**src/rtl/accum_pkg.sv**
```systemverilog
// Shared types and encodings for the accumulate-sequence engine.
package accum_pkg;

    typedef enum logic [1:0] {
        IDLE = 2'd0,
        LOAD = 2'd1,
        EXEC = 2'd2,
        DONE = 2'd3
    } state_t;

    localparam logic [1:0] MODE_ADD  = 2'b00;
    localparam logic [1:0] MODE_XOR  = 2'b01;
    localparam logic [1:0] MODE_MUL  = 2'b10;
    localparam logic [1:0] MODE_RSVD = 2'b11;

endpackage

```
**src/rtl/accum_op.sv**
```systemverilog
// Per-beat term generator: add, xor or multiply, zero-extended to the accumulator width.
module accum_op
    import accum_pkg::*;
#(
    parameter int WIDTH = 8,
    parameter int ACC_W = 2 * WIDTH + 5
) (
    input  logic [1:0]       i_mode,
    input  logic [WIDTH-1:0] i_a,
    input  logic [WIDTH-1:0] i_b,
    output logic [ACC_W-1:0] o_term
);

    logic [WIDTH:0]     w_sum;
    logic [WIDTH-1:0]   w_xor;
    logic [2*WIDTH-1:0] w_prod;

    assign w_sum  = {1'b0, i_a} + {1'b0, i_b};
    assign w_xor  = i_a ^ i_b;
    assign w_prod = (2 * WIDTH)'(i_a) * (2 * WIDTH)'(i_b);

    always_comb begin
        o_term = '0;
        case (i_mode)
            MODE_ADD:  o_term = ACC_W'(w_sum);
            MODE_XOR:  o_term = ACC_W'(w_xor);
            MODE_MUL:  o_term = ACC_W'(w_prod);
            MODE_RSVD: o_term = '0;
        endcase
    end

endmodule

```
**src/rtl/accum_seq.sv**
```systemverilog
// Job-based accumulator: start captures mode/len, then len operand beats are folded into a sum.
module accum_seq
    import accum_pkg::*;
#(
    parameter int WIDTH   = 8,
    parameter int MAX_LEN = 16,
    parameter int LEN_W   = $clog2(MAX_LEN + 1),
    parameter int ACC_W   = 2 * WIDTH + $clog2(MAX_LEN + 1)
) (
    input  logic             clk,
    input  logic             rst,
    input  logic             start,
    input  logic [1:0]       mode,
    input  logic [LEN_W-1:0] len,
    input  logic             abort,
    input  logic             in_valid,
    input  logic [WIDTH-1:0] in_a,
    input  logic [WIDTH-1:0] in_b,
    output logic             in_ready,
    output logic             busy,
    output logic             out_valid,
    input  logic             out_ready,
    output logic [ACC_W-1:0] result,
    output logic             aborted,
    output logic             err
);

    state_t           r_state;
    state_t           w_state_nxt;
    logic [1:0]       r_mode;
    logic [LEN_W-1:0] r_len;
    logic [LEN_W-1:0] r_cnt;
    logic [ACC_W-1:0] r_acc;
    logic             r_out_valid;
    logic             r_aborted;
    logic             r_err;

    logic [ACC_W-1:0] w_term;
    logic             w_beat;
    logic             w_last;
    logic             w_bad_job;

    accum_op #(
        .WIDTH (WIDTH),
        .ACC_W (ACC_W)
    ) u_op (
        .i_mode (r_mode),
        .i_a    (in_a),
        .i_b    (in_b),
        .o_term (w_term)
    );

    assign in_ready  = (r_state == EXEC) && !abort;
    assign busy      = (r_state != IDLE);
    assign out_valid = r_out_valid;
    assign result    = r_acc;
    assign aborted   = r_aborted;
    assign err       = r_err;

    assign w_beat    = in_valid && in_ready;
    assign w_last    = w_beat && ((r_cnt + LEN_W'(1)) == r_len);
    // Judged on the captured job, so a malformed request never opens the operand port.
    assign w_bad_job = (r_len == '0) || (r_mode == MODE_RSVD) || (r_len > LEN_W'(MAX_LEN));

    always_comb begin
        w_state_nxt = r_state;
        case (r_state)
            IDLE: if (start) w_state_nxt = LOAD;
            LOAD: w_state_nxt = w_bad_job ? DONE : EXEC;
            EXEC: if (abort || w_last) w_state_nxt = DONE;
            DONE: if (out_ready) w_state_nxt = IDLE;
        endcase
    end

    always_ff @(posedge clk) begin
        if (rst) begin
            r_state <= IDLE;
            r_mode  <= MODE_ADD;
            r_len   <= '0;
        end else begin
            r_state <= w_state_nxt;
            if (r_state == IDLE && start) begin
                r_mode <= mode;
                r_len  <= len;
            end
        end
    end

    always_ff @(posedge clk) begin
        if (rst) begin
            r_cnt <= '0;
            r_acc <= '0;
        end else if (r_state == LOAD) begin
            r_cnt <= '0;
            r_acc <= '0;
        end else if (w_beat) begin
            r_cnt <= r_cnt + LEN_W'(1);
            r_acc <= r_acc + w_term;
        end
    end

    always_ff @(posedge clk) begin
        if (rst) begin
            r_out_valid <= 1'b0;
            r_aborted   <= 1'b0;
            r_err       <= 1'b0;
        end else begin
            case (r_state)
                IDLE: ;
                LOAD: begin
                    r_out_valid <= w_bad_job;
                    r_err       <= w_bad_job;
                    r_aborted   <= 1'b0;
                end
                EXEC: begin
                    if (abort) begin
                        r_out_valid <= 1'b1;
                        r_aborted   <= 1'b1;
                    end else if (w_last) begin
                        r_out_valid <= 1'b1;
                    end
                end
                DONE: if (out_ready) r_out_valid <= 1'b0;
            endcase
        end
    end

endmodule

```
**config.mk**
```make
export PLATFORM = sky130hd
export DESIGN_NAME = accum_seq
export DESIGN_NICKNAME = d
export VERILOG_FILES = /design/src/rtl/accum_pkg.sv /design/src/rtl/accum_op.sv /design/src/rtl/accum_seq.sv
export SDC_FILE = /design/constraint.sdc
export NUM_CORES = 1
export LEC_CHECK = 0
export CAP_MARGIN = 20
export CORE_ASPECT_RATIO = 0.7
export CORE_MARGIN = 1
export CORE_UTILIZATION = 40
export CTS_BUF_LIST = sky130_fd_sc_hd__clkbuf_8
export DETAILED_ROUTE_END_ITERATION = 7
export HOLD_SLACK_MARGIN = 0.05
export MAX_ROUTING_LAYER = met4
export PLACE_DENSITY = 0.67
export SLEW_MARGIN = 25
export SYNTH_ARGS = -nofsm -noshare
export SYNTH_HDL_FRONTEND = slang
export SYNTH_SLANG_ARGS = --single-unit
export TNS_END_PERCENT = 10
```
**constraint.sdc**
```tcl
create_clock -name clk -period 8.4 [get_ports clk]
set_input_delay 0.84 -clock clk [delete_from_list [all_inputs] [get_ports clk]]
set_output_delay 0.84 -clock clk [all_outputs]
set_load 0.01 [all_outputs]
```
==> impl_metrics.py, run 1 <==
metrics = {
    "run_status": {
        "status": "finished, final reports clean",
    },
    "place": {
        "hpwl_mm": 9.50,
        "gp_congestion": 0.871,
        "io_buffers": 54,
        "placedCellCount": 793,
        "pre_cts_ws_ps": 945,
    },
    "critical_path": {
        "worstPathRequired_ps": 8620,
        "cp-end-kind": "register",
        "r2r_start": "r_mode[1]$_SDFFE_PP0P_",
        "crit_type": "input pin to register",
        "crit_arrival_ps": 7450,
        "timing.rr.end": "result[17]$_SDFFE_PP0P_",
        "r2r_slack_ps": 4810,
        "reg2reg_depth": 10,
        "critPathLaunchType": "input pin",
        "critPathMaxFanout": 8,
    },
    "sta": {
        "setup_viol": 0,
        "worst_slew_pin_slew_ps": 758,
        "hold_viol_final": 0,
        "drv_slew": 0,
        "skew_ps": 13.2,
        "setup_ws_ps": 1170,
        "fmax_mhz": 138,
        "slew_headroom_pct": 49.4,
        "finalCritPeriodShare_pct": 86.0,
        "whs_ps": 480,
        "rsz0062_at_grt": "false",
        "fin_tns_setup_ps": 0,
        "period_minus_slack_ps": 7230,
    },
    "global_route": {
        "grt_pass1_wl_mm": 19.0,
        "grt_max_degree": 25,
        "grt_pass1_vias": 3939,
        "antenna_found_initial": 0,
        "grt.overflow.total": 0,
        "track_usage_pct": 19.3,
    },
    "clock_network": {
        "htreeDepth": 2,
        "ctsResizeCount": 0,
        "cts_root_buffer": "clkbuf_8",
        "clock_latency_ps": 300,
        "cts_buffer_depth": 2,
        "cts_tree": "built",
        "hold_buffers": 0,
        "path_clk_slew_ps": 90,
        "cts_setup_buffers": 0,
        "clock_sinks": 38,
        "cts_buffers": 5,
    },
    "hold_path": {
        "worstHoldEndpoint": "aborted$_SDFFE_PP0P_",
        "holdPathStages": 2,
        "hold_path_class": "register to register",
        "min_from": "aborted$_SDFFE_PP0P_",
    },
    "detailed_routing": {
        "drc": 0,
        "wl_per_cell_um": 14.7,
        "drt_iter0_drc": 233,
        "first_pass_iters": 5,
        "drt-total-wl_mm": 11.8,
        "vias": 4264,
        "detail-route-antenna-nets": 0,
        "routed_via_density": 5.32,
    },
    "yosys": {
        "ys_ff_latch": 38,
        "syn_avg_cell_area_um2": 8.18,
        "synth.yosys.seq_area_share_pct": 15.6,
        "synth-xor-area-share_pct": 5.75,
        "synth.net_count": 729,
        "ys_async_sr_fraction_pct": 0,
        "ys_types": 54,
        "synth_compound_area_share_pct": 17.0,
        "synthMuxAreaShare_pct": 1.23,
        "synth_warnings": 0,
        "synth_edf_count": 0,
        "synth_top_family_by_area": "adder cells",
        "synthSimpleGateAreaFrac_pct": 21.8,
        "synthAdderAreaFrac_pct": 32.6,
        "postSynthCellCount": 596,
        "dominantRegCellSynth": "dfxtp_1",
        "syn_area_um2": 4870,
    },
    "die": {
        "num_rows": 33,
        "ios": 55,
        "fp.dieArea_um2": 12600,
        "die_h_um": 94.4,
        "coreArea_um2": 11800,
        "start_util_pct": 41.4,
        "die_w_um": 134,
    },
    "final_layout": {
        "final_common_cell": "ha_1",
        "fillers": 1154,
        "layout_common_cells": "ha_1 (66), inv_1 (64), nand2_1 (58), clkdlybuf4s50_1 (54), and2_1 (49)",
        "antenna_cells": 0,
        "area_growth_pct": 16.0,
        "drive_gt1_share_pct": 2.80,
        "final_cells": 801,
        "nets": 776,
        "utilization_pct": 48.0,
    },
    "power": {
        "p_per_area_nw_per_um2": 179,
        "vdd_drop_max_v": 0.0000752,
        "p_leak_nw": 2.50,
    },
    "run": {
        "cap_violations": 0,
    },
}
[worst max-delay path: stages]
cell and delay (ps):
clkdlybuf4s50_1 590, ha_1 380, fa_1 580, fa_1 450, fa_1 550, inv_1 50, fa_1 520, inv_1 40
ha_1 310, or2_1 250, a21oi_1 170, a31oi_1 110, a221o_1 340, a21oi_1 180, xor2_1 160, nor2_1 60
ha_1 370, a21oi_1 150, o21ai_0 140, or2_2 300, a2111oi_0 430, nor3_1 120, nand3_1 130, mux2i_1 210
[synthesized netlist by cell type, drive strengths merged, types with 2 or more instances]
| master | count | area [µm²] |
|---|---|---|
| nor3b | 2 | 15.0 |
| nand4 | 6 | 37.5 |
| or3 | 6 | 37.5 |
| nor3 | 8 | 45.0 |
| o22ai | 2 | 12.5 |
| xnor2 | 20 | 175 |
| nor2b | 6 | 37.5 |
| fa | 38 | 761 |
| clkbuf | 13 | 48.8 |
| o31ai | 2 | 20.0 |
| a21o | 13 | 97.6 |
| buf | 2 | 8.75 |
| o21a | 3 | 22.5 |
| nand3 | 18 | 95.1 |
| a31oi | 7 | 43.8 |
| o21ai | 26 | 130 |
| inv | 63 | 236 |
| o21bai | 3 | 22.5 |
| mux2i | 6 | 60.1 |
| nand2b | 7 | 43.8 |
| o32ai | 2 | 17.5 |
| and2 | 49 | 307 |
| ha | 66 | 826 |
| or4 | 3 | 22.5 |
| nor2 | 35 | 131 |
| nand3b | 2 | 15.0 |
| nand2 | 58 | 218 |
| a221oi | 2 | 17.5 |
| o311ai | 2 | 25.0 |
| xor2 | 12 | 105 |
| o211ai | 5 | 37.5 |
| a211oi | 10 | 85.1 |
| a21oi | 44 | 220 |
| or2 | 4 | 25.0 |
| dfxtp | 38 | 761 |
| and3 | 3 | 18.8 |
[cell families after synthesis]
group | after synthesis
mux | 6
buf+inv | 78
simple gates | 209
compound gates | 129
fa+ha+maj | 104
flops | 38
xor+xnor | 32
[where the power goes]
group / switching [mW] / total (mW) / internal, mW
clock network: 0.0697 / 0.135 / 0.0652
logic: 0.371 / 0.653 / 0.282
registers: 0.0255 / 0.224 / 0.198
[metal layers]
layer	share of wire (%)	vias up	global-route usage, %
li1	-	2133	-
met1	52	2051	27.9
met2	45	70	29.1
met3	2.7	10	2.20
met4	0.66	0	3.79
met5	0	-	-
[sequential cells by signal, summed over array words and instances, names as in the netlist]
name	count
result	21
r_cnt	5
r_len	5
r_mode	2
r_state	2
aborted	1
err	1
out_valid	1
[worst max path at each step]
stage                              end  slack (ps)  startpoint  depth (start not counted)
4_1_cts        result[17]$_SDFFE_PP0P_        1220     in_b[4]                         24
3_5_place_dp   result[19]$_SDFFE_PP0P_         940     in_b[4]                         24
5_1_grt        result[17]$_SDFFE_PP0P_         790     in_a[1]                         25
6_report       result[17]$_SDFFE_PP0P_        1170     in_b[4]                         24
2_1_floorplan  result[17]$_SDFFE_PP0P_        2180     in_a[4]                         23
3_3_place_gp   result[19]$_SDFFE_PP0P_        1220     in_a[4]                         24
[layout make-up]
type	count	area (µm²)	area share (%)
clock buffers	6	82.6	1.46
clock inverters	2	8.76	0.155
inverters	63	236	4.18
multi-input cells	480	3820	67.6
flip-flops and latches	38	761	13.5
well taps	157	196	3.48
repair buffers	55	548	9.70
[through the flow]
stage               area [µm²]  power (mW)
floorplan                 4870       0.716
global placement          5560       0.860
detailed placement        5560       0.878
CTS                       5650        1.01
global route              5650        1.11
finish                    5650        1.01
Note: power is estimated with default switching activity, not from simulation.
==> inputs of run 2 (changes only) <==
CORE_UTILIZATION = 60   (was 40)
PLACE_DENSITY = 0.91   (was 0.67)
SYNTH_HIERARCHICAL = 1   (was default)
==> impl_metrics.py, run 2 <==
metrics = {
    "clock_network": {
        "htreeDepth": 2,
        "cts_tree": "built",
        "clock_sinks": 38,
        "path_clk_slew_ps": 90,
        "cts_buffer_depth": 2,
        "ctsResizeCount": 0,
        "clock_latency_ps": 310,
        "hold_buffers": 0,
        "cts_root_buffer": "clkbuf_8",
        "cts_setup_buffers": 0,
        "cts_buffers": 5,
    },
    "final_layout": {
        "final_area_um2": 6030,
        "area_growth_pct": 14.0,
        "fillers": 675,
        "largest_reg_flops": 21,
        "layout_common_cells": "inv_1 (75), ha_1 (70), nand2_1 (68), a21oi_1 (54), clkdlybuf4s50_1 (54)",
        "final_common_cell": "inv_1",
        "drive_gt1_share_pct": 1.97,
        "antenna_cells": 0,
        "nets": 847,
    },
    "yosys": {
        "yosys-top-cells-area": "ha_1 (17%), dfxtp_1 (14%), fa_1 (14%)",
        "synth_warnings": 6,
        "yosysTopAreaCellShare_pct": 16.6,
        "ys_async_sr_fraction_pct": 0,
        "synth_most_common_cell": "inv_1",
        "postSynthCellCount": 667,
        "dominantRegCellSynth": "dfxtp_1",
        "synth_common_cells": "inv_1 (75), ha_1 (70), nand2_1 (68)",
        "synth_top_cell_by_area": "ha_1",
        "ys_types": 55,
        "syn_avg_cell_area_um2": 7.93,
        "synth.yosys.seq_area_share_pct": 14.4,
        "synth_edf_count": 0,
        "syn_area_um2": 5290,
        "ys_ff_latch": 38,
    },
    "power": {
        "p_per_area_nw_per_um2": 190,
        "vdd_drop_max_v": 0.0000886,
        "p_leak_nw": 2.72,
    },
    "global_route": {
        "antenna_found_initial": 0,
        "track_usage_pct": 31.9,
        "grt_pass1_vias": 4743,
        "grt_max_degree": 22,
        "grt.overflow.total": 0,
        "grt_pass1_wl_mm": 22.4,
    },
    "die": {
        "coreArea_um2": 8510,
        "fp.dieArea_um2": 9200,
        "die_w_um": 114,
        "start_util_pct": 62.1,
        "num_rows": 28,
        "ios": 55,
        "die_h_um": 80.6,
    },
    "critical_path": {
        "worstPathRequired_ps": 8600,
        "cp-end-kind": "register",
        "crit_type": "input pin to register",
        "crit_slowest_cell": "clkdlybuf4s50_1",
        "slowest_delay_ps": 680,
        "reg2reg_depth": 11,
        "crit_arrival_ps": 7120,
        "critPathMaxFanout": 8,
        "critPathLaunchType": "input pin",
        "crit_chain": "clkdlybuf4s50_1, nand2_1, fa_1, fa_1, inv_1, fa_1, inv_1, fa_1, inv_1, ha_1, a21oi_1, o211ai_1, a21oi_1, xor2_1, nor2_1, ha_1, a41o_1, a221oi_1, o41ai_2, a31oi_1, nor3_1, a221o_1",
        "cpMostUsedCell": "fa_1",
    },
    "place": {
        "hpwl_mm": 10.9,
        "gp_congestion": 0.979,
        "io_buffers": 54,
        "dpl-instance-area_um2": 5890,
    },
    "detailed_routing": {
        "wl_per_cell_um": 16.6,
        "drt-total-wl_mm": 13.8,
        "first_pass_iters": 5,
        "detail-route-antenna-nets": 0,
        "drc": 0,
        "drt_iter0_drc": 350,
        "vias": 5059,
        "routed_via_density": 6.09,
    },
    "sta": {
        "skew_ps": 3.60,
        "fmax_mhz": 145,
        "period_minus_slack_ps": 6920,
        "rsz0062_at_grt": "false",
        "slew_headroom_pct": 45.9,
        "hold_viol_final": 0,
        "setup_viol": 0,
        "drv_slew": 0,
        "worst_slew_pin_slew_ps": 811,
        "finalCritPeriodShare_pct": 82.3,
        "fin_tns_setup_ps": 0,
    },
    "run": {
        "cap_violations": 0,
    },
    "hold_path": {
        "hold_path_class": "register to register",
        "holdPathStages": 2,
    },
    "run_status": {
        "status": "finished, final reports clean",
    },
}
[run 2: changes by cell type after synthesis, sizes merged, moves of 4 or more]
cell and change:
a211oi -5, nand2b -4, a21oi +10, nand2 +10
ha +4, nor2 -4, a31oi -4, o21a +6
inv +12, clkbuf +4, nand3 +10
[run 2: final timing paths]
kind / startpoint / end / slack, ps
max: in_a[2] / result[14]$_SDFFE_PP0P_ / 1480
min reg2reg: out_valid$_SDFFE_PP0P_ / out_valid$_SDFFE_PP0P_ / 490
min: out_valid$_SDFFE_PP0P_ / out_valid$_SDFFE_PP0P_ / 490
max reg2reg: r_mode[1]$_SDFFE_PP0P_ / result[17]$_SDFFE_PP0P_ / 4830
[run 2: routing by layer]
metal / vias to the layer above / track usage, % / share of wire (%)
met5: - / - / 0
met1: 2404 / 43.4 / 45
li1: 2382 / - / -
met3: 32 / 4.91 / 8.0
met4: 0 / 8.44 / 1.8
met2: 241 / 49.5 / 45
[run 2: power breakdown]
part           internal [mW]  switching, mW  leakage, nW
Combinational          0.296          0.421         2.34
Sequential             0.201         0.0279        0.308
Clock                  0.119         0.0792       0.0683
Total                  0.617          0.528         2.72
[run 2: final cells by class]
| class | instances | area (µm²) | share of cell area (%) |
|---|---|---|---|
| Clock inverter | 3 | 68.8 | 1.14 |
| Tap cell | 120 | 150 | 2.49 |
| Clock buffer | 5 | 68.8 | 1.14 |
| Timing Repair Buffer | 54 | 541 | 8.96 |
| Multi-Input combinational cell | 536 | 4160 | 69.0 |
| Inverter | 75 | 282 | 4.67 |
| Sequential cell | 38 | 761 | 12.6 |
[run 2: cell families after synthesis]
family	after synthesis	share of synthesized area (%)
xor gates and xnor gates	32	5.30
muxes	4	0.757
adders and majority gates	108	30.9
DFF	38	14.4
other	1	0.0709
AOI/OAI and AO/OA	158	19.4
buffers and inverters	97	7.24
and+or+nand+nor	229	21.9
[run 2: critical path: cells and delay by family]
family,cells,cell delay (ps)
simple gates,3,310
xor+xnor,1,160
buf+inv,4,830
compound gates,8,2130
fa+ha+maj,6,2860
[run 2: metrics by stage]
| step | setup slack, ps | power, mW | hold slack (ps) | util (%) | cells |
|---|---|---|---|---|---|
| 3_3_place_gp | 1540 | 0.899 | 461 | 69.2 | 823 |
| 3_5_place_dp | 1260 | 0.934 | 468 | 69.2 | 823 |
| 5_1_grt | 1310 | 1.24 | 519 | 70.9 | 831 |
| 2_1_floorplan | 2380 | 0.749 | 454 | - | 671 |
| 6_report | 1480 | 1.14 | 491 | 70.9 | 831 |
| 4_1_cts | 1590 | 1.13 | 482 | 70.9 | 831 |
==> inputs of run 3 (changes only) <==
clock period = 6.48 ns   (was 8.4 ns; I/O delays follow)
==> impl_metrics.py, run 3 (same netlist as run 2, synthesis figures left out) <==
metrics = {
    "detailed_routing": {
        "first_pass_iters": 5,
        "drc": 0,
        "drt-total-wl_mm": 15.5,
        "detail-route-antenna-nets": 0,
        "vias": 5415,
        "wl_per_cell_um": 17.7,
        "drt_iter0_drc": 536,
        "routed_via_density": 6.20,
    },
    "run_status": {
        "status": "finished, final reports clean",
    },
    "clock_network": {
        "cts_setup_buffers": 0,
        "clock_sinks": 38,
        "cts_root_buffer": "clkbuf_8",
        "cts_tree": "built",
        "cts_buffer_depth": 2,
        "clock_latency_ps": 310,
        "htreeDepth": 2,
        "path_clk_slew_ps": 80,
        "cts_buffers": 5,
    },
    "final_layout": {
        "final_area_um2": 6400,
        "layout_common_cells": "inv_1 (75), nand2_1 (68), ha_1 (67), clkdlybuf4s50_1 (54), and2_1 (52)",
        "area_growth_pct": 21.0,
        "largest_reg_flops": 21,
        "nets": 890,
        "drive_gt1_share_pct": 8.76,
        "antenna_cells": 0,
        "final_common_cell": "inv_1",
        "utilization_pct": 75.2,
    },
    "sta": {
        "finalCritPeriodShare_pct": 99.0,
        "period_minus_slack_ps": 6410,
        "rsz0062_at_grt": "true",
        "slew_headroom_pct": 42.7,
        "worst_slew_pin_slew_ps": 860,
        "hold_viol_final": 0,
        "fmax_mhz": 156,
        "drv_slew": 0,
        "setup_viol": 0,
        "skew_ps": 13.1,
    },
    "global_route": {
        "track_usage_pct": 34.3,
        "grt_pass1_wl_mm": 24.1,
        "grt_max_degree": 22,
        "grt_pass1_vias": 5124,
        "grt.overflow.total": 0,
        "antenna_found_initial": 0,
    },
    "critical_path": {
        "critPathLaunch": "in_a[1]",
        "cp-end-kind": "register",
        "cp_num_buf_inv": 6,
        "crit_type": "input pin to register",
        "cpMostUsedCell": "fa_1",
        "critPathLaunchType": "input pin",
        "crit_arrival_ps": 6660,
        "slowest_delay_ps": 560,
        "r2r_slack_ps": 2640,
        "critPathMaxFanout": 7,
        "r2r_start": "r_mode[1]$_SDFFE_PP0P_",
        "reg2reg_depth": 11,
        "critPathTopFamily": "adder cells",
        "crit_slowest_cell": "fa_1",
        "crit_chain": "clkdlybuf4s50_1, buf_4, and2_1, fa_1, fa_1, inv_1, fa_1, fa_1, inv_1, ha_1, buf_4, nand3_1, o211ai_1, a21oi_1, xor2_1, nor2_1, ha_2, nand2_1, o41ai_4, a31oi_2, buf_4, or3_1, nand2_1",
        "worstPathRequired_ps": 6730,
        "timing.rr.end": "result[17]$_SDFFE_PP0P_",
    },
    "place": {
        "dpl-instance-area_um2": 6220,
        "io_buffers": 54,
        "gp_congestion": 0.927,
        "hpwl_mm": 11.7,
    },
    "die": {
        "die_h_um": 80.6,
        "ios": 55,
        "fp.dieArea_um2": 9200,
        "die_w_um": 114,
        "start_util_pct": 62.1,
        "coreArea_um2": 8510,
        "num_rows": 28,
    },
    "power": {
        "p_per_area_nw_per_um2": 249,
        "p_leak_nw": 2.94,
        "vdd_drop_max_v": 0.000138,
    },
    "hold_path": {
        "hold_path_class": "register to register",
        "worstHoldEndpoint": "result[20]$_SDFFE_PP0P_",
        "min_from": "result[20]$_SDFFE_PP0P_",
        "holdPathStages": 2,
    },
    "run": {
        "cap_violations": 0,
    },
}
-- run 3: changes by cell type in the layout (fill, tap and decap cells not counted), sizes merged --
| cell | previous run | this run |
|---|---|---|
| buf | 0 | 43 |
| clkbuf | 5 | 6 |
| clkinv | 1 | 0 |
| bufinv | 2 | 1 |
-- run 3: area by class of cell --
cell class,instances,area [µm²]
well taps,120,150
clock inverters,1,30.0
multi-input cells,536,4230
flip-flops and latches,38,761
fillers,580,2110
repair buffers,97,863
clock buffers,6,82.6
inverters,75,282
-- run 3: layer usage --
| metal | global-route usage [%] | share of wire [%] |
|---|---|---|
| met5 | - | 0 |
| met4 | 9.61 | 3.3 |
| met3 | 6.57 | 9.1 |
| met2 | 53.5 | 45 |
| met1 | 45.5 | 42 |
-- run 3: timing repair --
action	CTS	global route
gates resized for setup	0	12
setup endpoints to repair	0	9
hold buffers	0	0
-- run 3: power by group --
| group | leakage [nW] | total, mW | switching (mW) | internal (mW) |
|---|---|---|---|---|
| Clock | 0.0573 | 0.216 | 0.0922 | 0.123 |
| Sequential | 0.308 | 0.296 | 0.0354 | 0.261 |
| Combinational | 2.58 | 1.08 | 0.604 | 0.477 |
| Total | 2.94 | 1.59 | 0.732 | 0.861 |
-- run 3: through the flow --
step | TNS (ps) | hold slack, ps | instances | total power [mW] | setup WS [ps]
after global placement | -0.539 | 460 | 866 | 1.26 | -0.539
after detailed placement | -825 | 476 | 866 | 1.31 | -197
after floorplan | 0 | 454 | 671 | 0.971 | 651
after global routing | -337 | 500 | 873 | 1.71 | -93.1
final | 0 | 479 | 873 | 1.59 | 67.9
after CTS | 0 | 484 | 873 | 1.53 | 82.9
-- run 3: worst max path at each step --
stage | endpoint | cells past startpoint
6_report | result[18]$_SDFFE_PP0P_ | 23
5_1_grt | result[20]$_SDFFE_PP0P_ | 23
4_1_cts | result[14]$_SDFFE_PP0P_ | 22
3_5_place_dp | result[14]$_SDFFE_PP0P_ | 22
3_3_place_gp | result[14]$_SDFFE_PP0P_ | 22
2_1_floorplan | result[20]$_SDFFE_PP0P_ | 22
-- run 3: tightest hold or removal path: stages (launching register included) --
cell and delay, ps:
dfxtp_1 320, nand2_1 60, mux2i_1 50
==> RTL edit (config.mk and constraints of run 3) <==
Add an input register stage for `mode`; this delays it by one clock. The other inputs are not delayed to match.
--- a/src/rtl/accum_seq.sv
+++ b/src/rtl/accum_seq.sv
@@ -24,6 +24,12 @@
     output logic             aborted,
     output logic             err
 );
+
+    logic [1:0] mode_q;
+
+    always_ff @(posedge clk) begin
+        mode_q <= mode;
+    end
 
     state_t           r_state;
     state_t           w_state_nxt;
@@ -80,7 +86,7 @@
         end else begin
             r_state <= w_state_nxt;
             if (r_state == IDLE && start) begin
-                r_mode <= mode;
+                r_mode <= mode_q;
                 r_len  <= len;
             end
         end
Function: changed (a bounded check fails within 4 cycles, from zero or initial values and one cycle with rst high).
==> RTL edit against run 3 <==
Sequential cell count increased by 2. Non-clock buffer count up 18. Sequential power up 5%. Count of clock-buffer cells in the layout fell by 1. Final area increased by 3.6%. Clock skew shrank 0.0069 ns. Area after synthesis grew 1.8%. Routed wire length grew 1.7%. Cell count is 3.4% higher. Setup slack improved by 0.13 ns. Total power increased by 3.4%. Global-route usage increased by 0.62 points. Register-to-register slack improved by 0.13 ns. Largest cell class unchanged. Highest routed layer unchanged.
==> RTL edit: results <==
metrics = {
    "synthesis": {
        "yosysSeqAreaShare_pct": 14.9,
        "synthFlopType": "dfxtp_1",
        "async_reset_ff_share_pct": 0,
        "synth_commonest_cells": "inv_1, ha_1, nand2_1, a21oi_1, and2_1",
        "yosys-top-cells-area": "ha_1, dfxtp_1, fa_1, and2_1, a21oi_1",
        "yosysUniqueCellTypes": 56,
        "yosys_warnings": 6,
    },
    "grt": {
        "use_met2_pct": 53.9,
        "grt_usage_pct": 34.9,
        "grt_pass1_wl_mm": 24.7,
        "antenna_found_initial": 0,
        "grt_pass1_vias": 5138,
        "grt_max_degree": 34,
        "grt_util_met3_pct": 6.27,
        "grt_use_met1_pct": 47.9,
    },
    "power": {
        "leakage_uw": 0.00305,
        "irDropWorstVdd_v": 0.000142,
        "switchingPower_uw": 761,
    },
    "clock_network": {
        "clk_latency_ns": 0.31,
        "cts_root_buf": "clkbuf_8",
        "cts_buffers": 5,
        "clockBufferDepth": 2,
        "clkTransAtPathRegs_ns": 0.09,
        "htreeDepth": 2,
    },
    "drt": {
        "drt_iter0_markers": 572,
        "vias": 5511,
        "firstDrtPassIters": 6,
        "wl_per_cell_um": 17.4,
    },
    "timing": {
        "finClkSkew_ns": 0.00624,
        "worstMarginPinSlew_ns": 0.872,
    },
    "place": {
        "gp_congestion": 1.00,
        "portBuffers": 54,
        "dp.final_hpwl_mm": 12.3,
        "dpl_cell_area_mm2": 0.00643,
    },
    "worst_setup_path": {
        "cpLargestDelayFamily": "adder cells",
        "worst-path-max-fanout": 7,
        "critical-path-slowest-cell": "fa_1",
        "critPathArrivalTime_ns": 6.49,
        "max_stage_delay_ns": 0.57,
    },
    "final_layout": {
        "final_layout_size_suffix_gt1_share_pct": 11.0,
        "largest_reg_flops": 21,
        "layout.nets": 919,
        "n_antenna_cell": 0,
    },
    "outcome": {
        "status": "complete, no violations",
    },
    "worst_hold_path": {
        "hold_class": "reg2reg",
    },
}
RTL edit: cell count changes in the layout (fill, tap and decap cells not counted), sizes merged, moves of 5 or more:
cell                  run 3  this run
buf                      43        61
a21oi                    54        61
clkdlybuf4s50            54        47
dlymetal6s2s              0         7
o211ai                    4        11
nand3                    28        34
o21a                      9         3
nor2                     31        26
RTL edit: area by class of cell:
cell class	count	area, µm²
clock buffers	5	68.8
fillers	572	1950
well taps	120	150
clock inverters	3	46.3
multi-input cells	545	4270
repair buffers	115	1020
inverters	75	282
flip-flops and latches	40	801
RTL edit: routing by layer:
| metal | share of wire [%] | vias to the layer above |
|---|---|---|
| met4 | 2.1 | 0 |
| met3 | 9.2 | 48 |
| met5 | 0 | - |
| met2 | 45 | 291 |
| met1 | 44 | 2595 |
| li1 | - | 2577 |
RTL edit: tightest hold or removal path, cell delays in order (launching register included):
cell     delay (ns)
dfxtp_1        0.32
nand3_1        0.06
a21oi_1        0.06
RTL edit: kinds of logic after synthesis:
group,after synthesis,share of synthesized area (%)
DFF,40,14.9
xor gates and xnor gates,30,4.88
AOI/OAI and AO/OA,169,20.1
adders and majority gates,108,30.4
buffers and inverters,100,7.32
and+or+nand+nor,229,21.6
other,1,0.0696
muxes,4,0.767
RTL edit: stage by stage:
| step | power, µW | setup TNS [ns] | hold WS [ns] | setup slack [ns] | cells |
|---|---|---|---|---|---|
| floorplan | 991 | 0 | 0.429 | 0.485 | 685 |
| detailed placement | 1350 | -1.31 | 0.460 | -0.283 | 894 |
| finish | 1650 | 0 | 0.480 | 0.197 | 903 |
| global placement | 1300 | -0.355 | 0.451 | -0.108 | 894 |
| CTS | 1580 | 0 | 0.480 | 0.0284 | 902 |
| global route | 1760 | -0.0653 | 0.500 | -0.0564 | 903 |
RTL edit: worst paths after layout:
path	from	cells after the start	to	slack, ns
worst max-delay path	in_b[7]	22	result[20]	0.20
worst max register to register	r_mode[0]	10	result[12]	2.77
worst min register to register	mode_q[1]	2	r_mode[1]	0.48
worst min-delay path	mode_q[1]	2	r_mode[1]	0.48
RTL edit: power by group through the flow:
stage | clock network [µW] | logic, µW | registers, µW
floorplan | 0 | 684 | 307
global placement | 0 | 984 | 311
detailed placement | 0 | 1040 | 314
CTS | 219 | 1050 | 310
global route | 228 | 1220 | 315
finish | 220 | 1120 | 311
RTL edit: repair_timing:
item	in CTS	in global routing
resized for setup	0	21
buffers inserted	0	1
endpoints found under the setup margin	0	8
